===== src/rtl/sum_bcd_pkg.sv =====
// Shared types and constants for the sum_bcd_converter: FSM encoding, digit
// arithmetic constants and active-low seven-segment patterns (bit order g..a).
package sum_bcd_pkg;

  typedef enum logic [1:0] {
    IDLE   = 2'd0,
    SHIFT  = 2'd1,
    FINISH = 2'd2
  } state_t;

  localparam int          DIGIT_W     = 4;
  localparam logic [3:0]  ADD3_THRESH = 4'd5;
  localparam logic [3:0]  ADD3_INC    = 4'd3;

  localparam logic [6:0] SEG_0     = 7'b1000000;
  localparam logic [6:0] SEG_1     = 7'b1111001;
  localparam logic [6:0] SEG_2     = 7'b0100100;
  localparam logic [6:0] SEG_3     = 7'b0110000;
  localparam logic [6:0] SEG_4     = 7'b0011001;
  localparam logic [6:0] SEG_5     = 7'b0010010;
  localparam logic [6:0] SEG_6     = 7'b0000010;
  localparam logic [6:0] SEG_7     = 7'b1111000;
  localparam logic [6:0] SEG_8     = 7'b0000000;
  localparam logic [6:0] SEG_9     = 7'b0010000;
  localparam logic [6:0] SEG_BLANK = 7'b1111111;

  // Used at elaboration to prove the scratch register cannot overflow.
  function automatic longint pow10(input int n);
    longint r;
    r = 1;
    for (int i = 0; i < n; i++) r = r * 10;
    return r;
  endfunction

endpackage


===== src/rtl/bcd_to_seg7.sv =====
// One BCD digit to active-low seven-segment pattern (bit order g..a).
// Codes 10-15 are never produced upstream and decode to blank.
module bcd_to_seg7
  import sum_bcd_pkg::*;
(
  input  logic [3:0] digit,
  output logic [6:0] seg
);

  always_comb begin
    seg = SEG_BLANK;
    case (digit)
      4'd0: seg = SEG_0;
      4'd1: seg = SEG_1;
      4'd2: seg = SEG_2;
      4'd3: seg = SEG_3;
      4'd4: seg = SEG_4;
      4'd5: seg = SEG_5;
      4'd6: seg = SEG_6;
      4'd7: seg = SEG_7;
      4'd8: seg = SEG_8;
      4'd9: seg = SEG_9;
      default: seg = SEG_BLANK;
    endcase
  end

endmodule


===== src/rtl/sum_bcd_converter.sv =====
// Sequential double-dabble binary-to-BCD converter for the adder sum, one bit
// per clock, start/busy/done handshake. Define SUM_BCD_SEG_EN for a seg output.
module sum_bcd_converter
  import sum_bcd_pkg::*;
#(
  parameter int WIDTH  = 9,
  parameter int DIGITS = 3
) (
  input  logic                    clk,
  input  logic                    resetn,
  input  logic                    start,
  input  logic [WIDTH-1:0]        bin,
  output logic                    busy,
  output logic                    done,
  output logic [4*DIGITS-1:0]     bcd
`ifdef SUM_BCD_SEG_EN
  ,
  output logic [7*DIGITS-1:0]     seg
`endif
);

  localparam int CW = $clog2(WIDTH + 1);
  localparam int SW = DIGIT_W * DIGITS;

  // Handshake: start is sampled only while idle (busy=0); requests while busy are
  // dropped. done is a one-cycle pulse coinciding with the update of bcd.

  if (pow10(DIGITS) <= (longint'(1) << WIDTH) - 1) begin : g_bad_params
    $error("sum_bcd_converter: DIGITS too small to hold 2^WIDTH-1");
  end

  state_t            state, state_nxt;
  logic [WIDTH-1:0]  shreg, shreg_nxt;
  logic [SW-1:0]     scratch, scratch_nxt, scratch_adj;
  logic [CW-1:0]     count, count_nxt;
  logic              busy_nxt, done_nxt;
  logic [SW-1:0]     bcd_nxt;

  // Add-3 correction per digit, no carry between digits.
  always_comb begin
    scratch_adj = scratch;
    for (int d = 0; d < DIGITS; d++) begin
      if (scratch[d*DIGIT_W +: DIGIT_W] >= ADD3_THRESH)
        scratch_adj[d*DIGIT_W +: DIGIT_W] = scratch[d*DIGIT_W +: DIGIT_W] + ADD3_INC;
    end
  end

  always_comb begin
    state_nxt   = state;
    shreg_nxt   = shreg;
    scratch_nxt = scratch;
    count_nxt   = count;
    busy_nxt    = busy;
    done_nxt    = 1'b0;
    bcd_nxt     = bcd;
    case (state)
      IDLE: begin
        if (start) begin
          shreg_nxt   = bin;
          scratch_nxt = '0;
          count_nxt   = CW'(WIDTH);
          busy_nxt    = 1'b1;
          state_nxt   = SHIFT;
        end
      end
      SHIFT: begin
        {scratch_nxt, shreg_nxt} = {scratch_adj, shreg} << 1;
        count_nxt = count - CW'(1);
        if (count == CW'(1)) state_nxt = FINISH;
      end
      FINISH: begin
        bcd_nxt   = scratch;
        done_nxt  = 1'b1;
        busy_nxt  = 1'b0;
        state_nxt = IDLE;
      end
      default: state_nxt = IDLE;
    endcase
  end

  always_ff @(posedge clk or negedge resetn) begin
    if (!resetn) begin
      state   <= IDLE;
      shreg   <= '0;
      scratch <= '0;
      count   <= '0;
      busy    <= 1'b0;
      done    <= 1'b0;
      bcd     <= '0;
    end else begin
      state   <= state_nxt;
      shreg   <= shreg_nxt;
      scratch <= scratch_nxt;
      count   <= count_nxt;
      busy    <= busy_nxt;
      done    <= done_nxt;
      bcd     <= bcd_nxt;
    end
  end

`ifdef SUM_BCD_SEG_EN
  for (genvar g = 0; g < DIGITS; g++) begin : g_seg
    bcd_to_seg7 u_seg (
      .digit (bcd[g*DIGIT_W +: DIGIT_W]),
      .seg   (seg[g*7 +: 7])
    );
  end
`else
  // Display decoding lives downstream when the segment option is off.
`endif

endmodule


===== config.mk =====
export PLATFORM = sky130hd
export DESIGN_NAME = sum_bcd_converter
export DESIGN_NICKNAME = d
export VERILOG_FILES = /design/src/rtl/sum_bcd_pkg.sv /design/src/rtl/bcd_to_seg7.sv /design/src/rtl/sum_bcd_converter.sv
export SDC_FILE = /design/constraint.sdc
export NUM_CORES = 1
export LEC_CHECK = 0
export ABC_AREA = 1
export ABC_CLOCK_PERIOD_IN_PS = 1400
export BUFFER_PORTS_ARGS = -buffer_cell sky130_fd_sc_hd__buf_2
export CORE_MARGIN = 1.5
export CORE_UTILIZATION = 35
export DETAILED_ROUTE_END_ITERATION = 8
export GPL_TIMING_DRIVEN = 0
export PLACE_DENSITY_LB_ADDON = 0.15
export SYNTH_ARGS = -nofsm -noshare
export SYNTH_HDL_FRONTEND = slang
export SYNTH_HIERARCHICAL = 1
export SYNTH_SLANG_ARGS = --single-unit

===== constraint.sdc =====
create_clock -name clk -period 1.4 [get_ports clk]
set_clock_uncertainty 0.15 [all_clocks]
set_input_delay 0.07 -clock clk [delete_from_list [all_inputs] [get_ports clk]]
set_output_delay 0.07 -clock clk [all_outputs]
set_load 0.05 [all_outputs]

==> results_dict.tcl <==
set metrics [dict create \
    outcome "finished clean" \
    wire_per_inst_um 12.00 \
    layout_commonest_cell "nand2_1" \
    drc 0 \
    clockBufferDepth 2 \
    yosys_register_bits 41 \
    rsz0062_at_grt "yes" \
    p_leak_nw 1.274 \
    final_util 0.4795 \
    clkLatencyLatePin_ps 290 \
    peakVddDrop_v 0.001048 \
    switchingPower_mw 2.764 \
    finalHoldViolCount 0 \
    netlist-cell-type-count 22 \
    vias 1593 \
    fin_crit_sh 0.9648 \
    drive_gt1_frac 0.2786 \
    worst_slack_ps 49.33 \
    ys_seq_area_frac 0.5287 \
    pwr_density_cell_mw_per_mm2 2425 \
    seqPwrFrac 0.339 \
    finalSetupViolCount 0 \
    yosys_warnings 6 \
    tightest_slew_ps 575.0 \
    crit_type "flip-flop to flip-flop" \
    areaGrowthSynthToFinish_pct 29.40 \
    synthCells 225 \
    r2r-start "state[1]" \
    comb_power_share 0.521 \
    reg2reg_to "count[3]" \
    cts.sinks 41 \
    avgSynthCellArea_sq_um 8.625 \
    design_area_sq_mm 0.002511 \
    crit_arrival_ps 1430 \
    wirelength_um 4200 \
    drtIter0Drc 103 \
    rows 26 \
    cp-start-kind "flip-flop" \
    slew_headroom 0.6167 \
    overflow 0 \
    htree_levels 2 \
    grt_max_degree 42 \
    min_period_ps 1351 \
    hp-class "input port to asynchronous set/reset pin" \
    fin_tns_setup_ps 0 \
    core_sq_mm 0.005238 \
    mostFrequentLayoutCells "nand2_1 (61), dfrtp_1 (40), o21ai_0 (26), buf_2 (24), nand3_1 (15)" \
    dpl.hpwl_um 2699 \
    viasPerCell 4.551 \
    startpoint "state[1]" \
    internal_power_mw 3.325 \
    critPathMaxFanout 9 \
    design.portCount 26 \
    syn_area_sq_mm 0.001941 \
    cap_violations 0 \
    max_freq_mhz 740.4 \
    grtUsageTotal 0.1518 \
    critPathCaptureType "flip-flop" \
    die_x_um 77.46 \
    preCtsSetupSlack_ps -39.66 \
    postPlaceCellArea_sq_mm 0.002153 \
    clk_pin_slew_ps 80 \
    crit_end "count[3]" \
    cts_made_buffers 5 \
    finalMaxSlewViolations 0 \
    layout.nets 299 \
    gp_congestion 0.7766 \
    syn_nets 245 \
    dieArea_sq_mm 0.006000 \
    port-buffer-count 25 \
    worstPathRequired_ps 1480 \
    clock_power_share 0.140 \
    ant_nets 0 \
    reg2regPathDepth 4 \
    die_y_um 77.46 \
    diodes 0 \
    start_util 0.3705 \
    firstDrtPassIters 4 \
    swShare 0.4540 \
    grt_pass1_wl_um 7148 \
    root_buffer "clkbuf_8" \
    r2r_setup_slack_ps 50 \
    antenna_found_initial 0 \
    cts_tree "done" \
    grt_pass1_vias 1526 \
]
==> stage by stage <==
stage	cells	total power [mW]	hold slack, ps
4_1_cts	341	5.822	332.1
3_3_place_gp	320	4.860	121.7
3_5_place_dp	320	4.895	121.7
6_report	350	6.089	178.0
2_1_floorplan	225	4.233	-375.6
5_1_grt	350	6.682	243.3
==> synth_stat cells <==
library cell | count | area share
dfrtp_1 | 41 | 0.53
ha_1 | 8 | 0.052
inv_1 | 21 | 0.041
o21ai_0 | 28 | 0.072
nor2_2 | 1 | 0.0032
buf_6 | 4 | 0.023
or2_2 | 1 | 0.0032
inv_2 | 4 | 0.0077
a21oi_1 | 8 | 0.021
nor3_1 | 1 | 0.0026
nor2_1 | 9 | 0.017
o21ai_2 | 1 | 0.0045
a22oi_2 | 1 | 0.0064
buf_2 | 1 | 0.0026
xnor2_1 | 1 | 0.0045
nand2_2 | 1 | 0.0032
nand3_1 | 17 | 0.044
nand4_1 | 4 | 0.013
nand2_1 | 65 | 0.13
o21ai_1 | 3 | 0.0077
buf_4 | 2 | 0.0077
o22ai_1 | 3 | 0.0097
==> worst max-delay path: stages (launching register included) <==
cell and delay [ps]:
dfrtp_1 380, inv_2 110, nand2_1 190, or2_2 370, nand3_1 90
==> registers in the layout, indices dropped and copies added (netlist names) <==
| name | count |
|---|---|
| count | 4 |
| bcd | 12 |
| done | 1 |
| shreg | 9 |
| scratch | 12 |
| state | 2 |
| busy | 1 |
==> kinds of logic after synthesis <==
family	share of synthesized area
and+or+nand+nor	0.2121
AOI/OAI and AO/OA	0.1212
DFF	0.5287
buffers and inverters	0.08188
adders and majority gates	0.05158
xor gates and xnor gates	0.004514
==> routing by layer <==
metal  vias to the layer above  part of all wire  global-route usage
li1                        839                 -                   -
met1                       719              0.53              0.2034
met2                        30              0.43              0.2368
met3                         5             0.030             0.03176
met4                         0             0.012             0.06545
met5                         -                 0                   0
==> what timing repair did <==
item,CTS,global route
hold endpoints to repair,50,0
hold buffers,11,0
buffers inserted,2,9
pin swaps,0,1
setup endpoints to repair,5,49
gates resized for setup,3,22
==> cell type report <==
class | instances | area [sq um]
buffer | 7 | 67.56
clock buffer | 7 | 96.34
clock inverter | 1 | 5.005
fill | 556 | 2726
inverter | 25 | 93.84
multi-input combinational | 152 | 813.3
sequential | 41 | 1027
tap | 70 | 87.58
timing repair buffer | 47 | 320.3
==> power by group through the flow <==
stage,Combinational (mW),Clock [mW],Sequential [mW]
floorplan,1.66,0,2.58
global placement,2.81,0,2.05
detailed placement,2.85,0,2.05
CTS,2.90,0.884,2.03
global route,3.61,0.927,2.15
finish,3.17,0.855,2.06
==> worst min path at each step <==
stage | cells after the start | to | start | slack, ps
final | 2 | bcd[0] | resetn | 180
after global routing | 2 | bcd[0] | resetn | 240
after CTS | 2 | busy | busy | 330
after detailed placement | 1 | bcd[0] | resetn | 120
after global placement | 1 | bcd[4] | resetn | 120
after floorplan | 0 | bcd[0] | resetn | -380
Note: power is estimated with default switching activity, not from simulation.
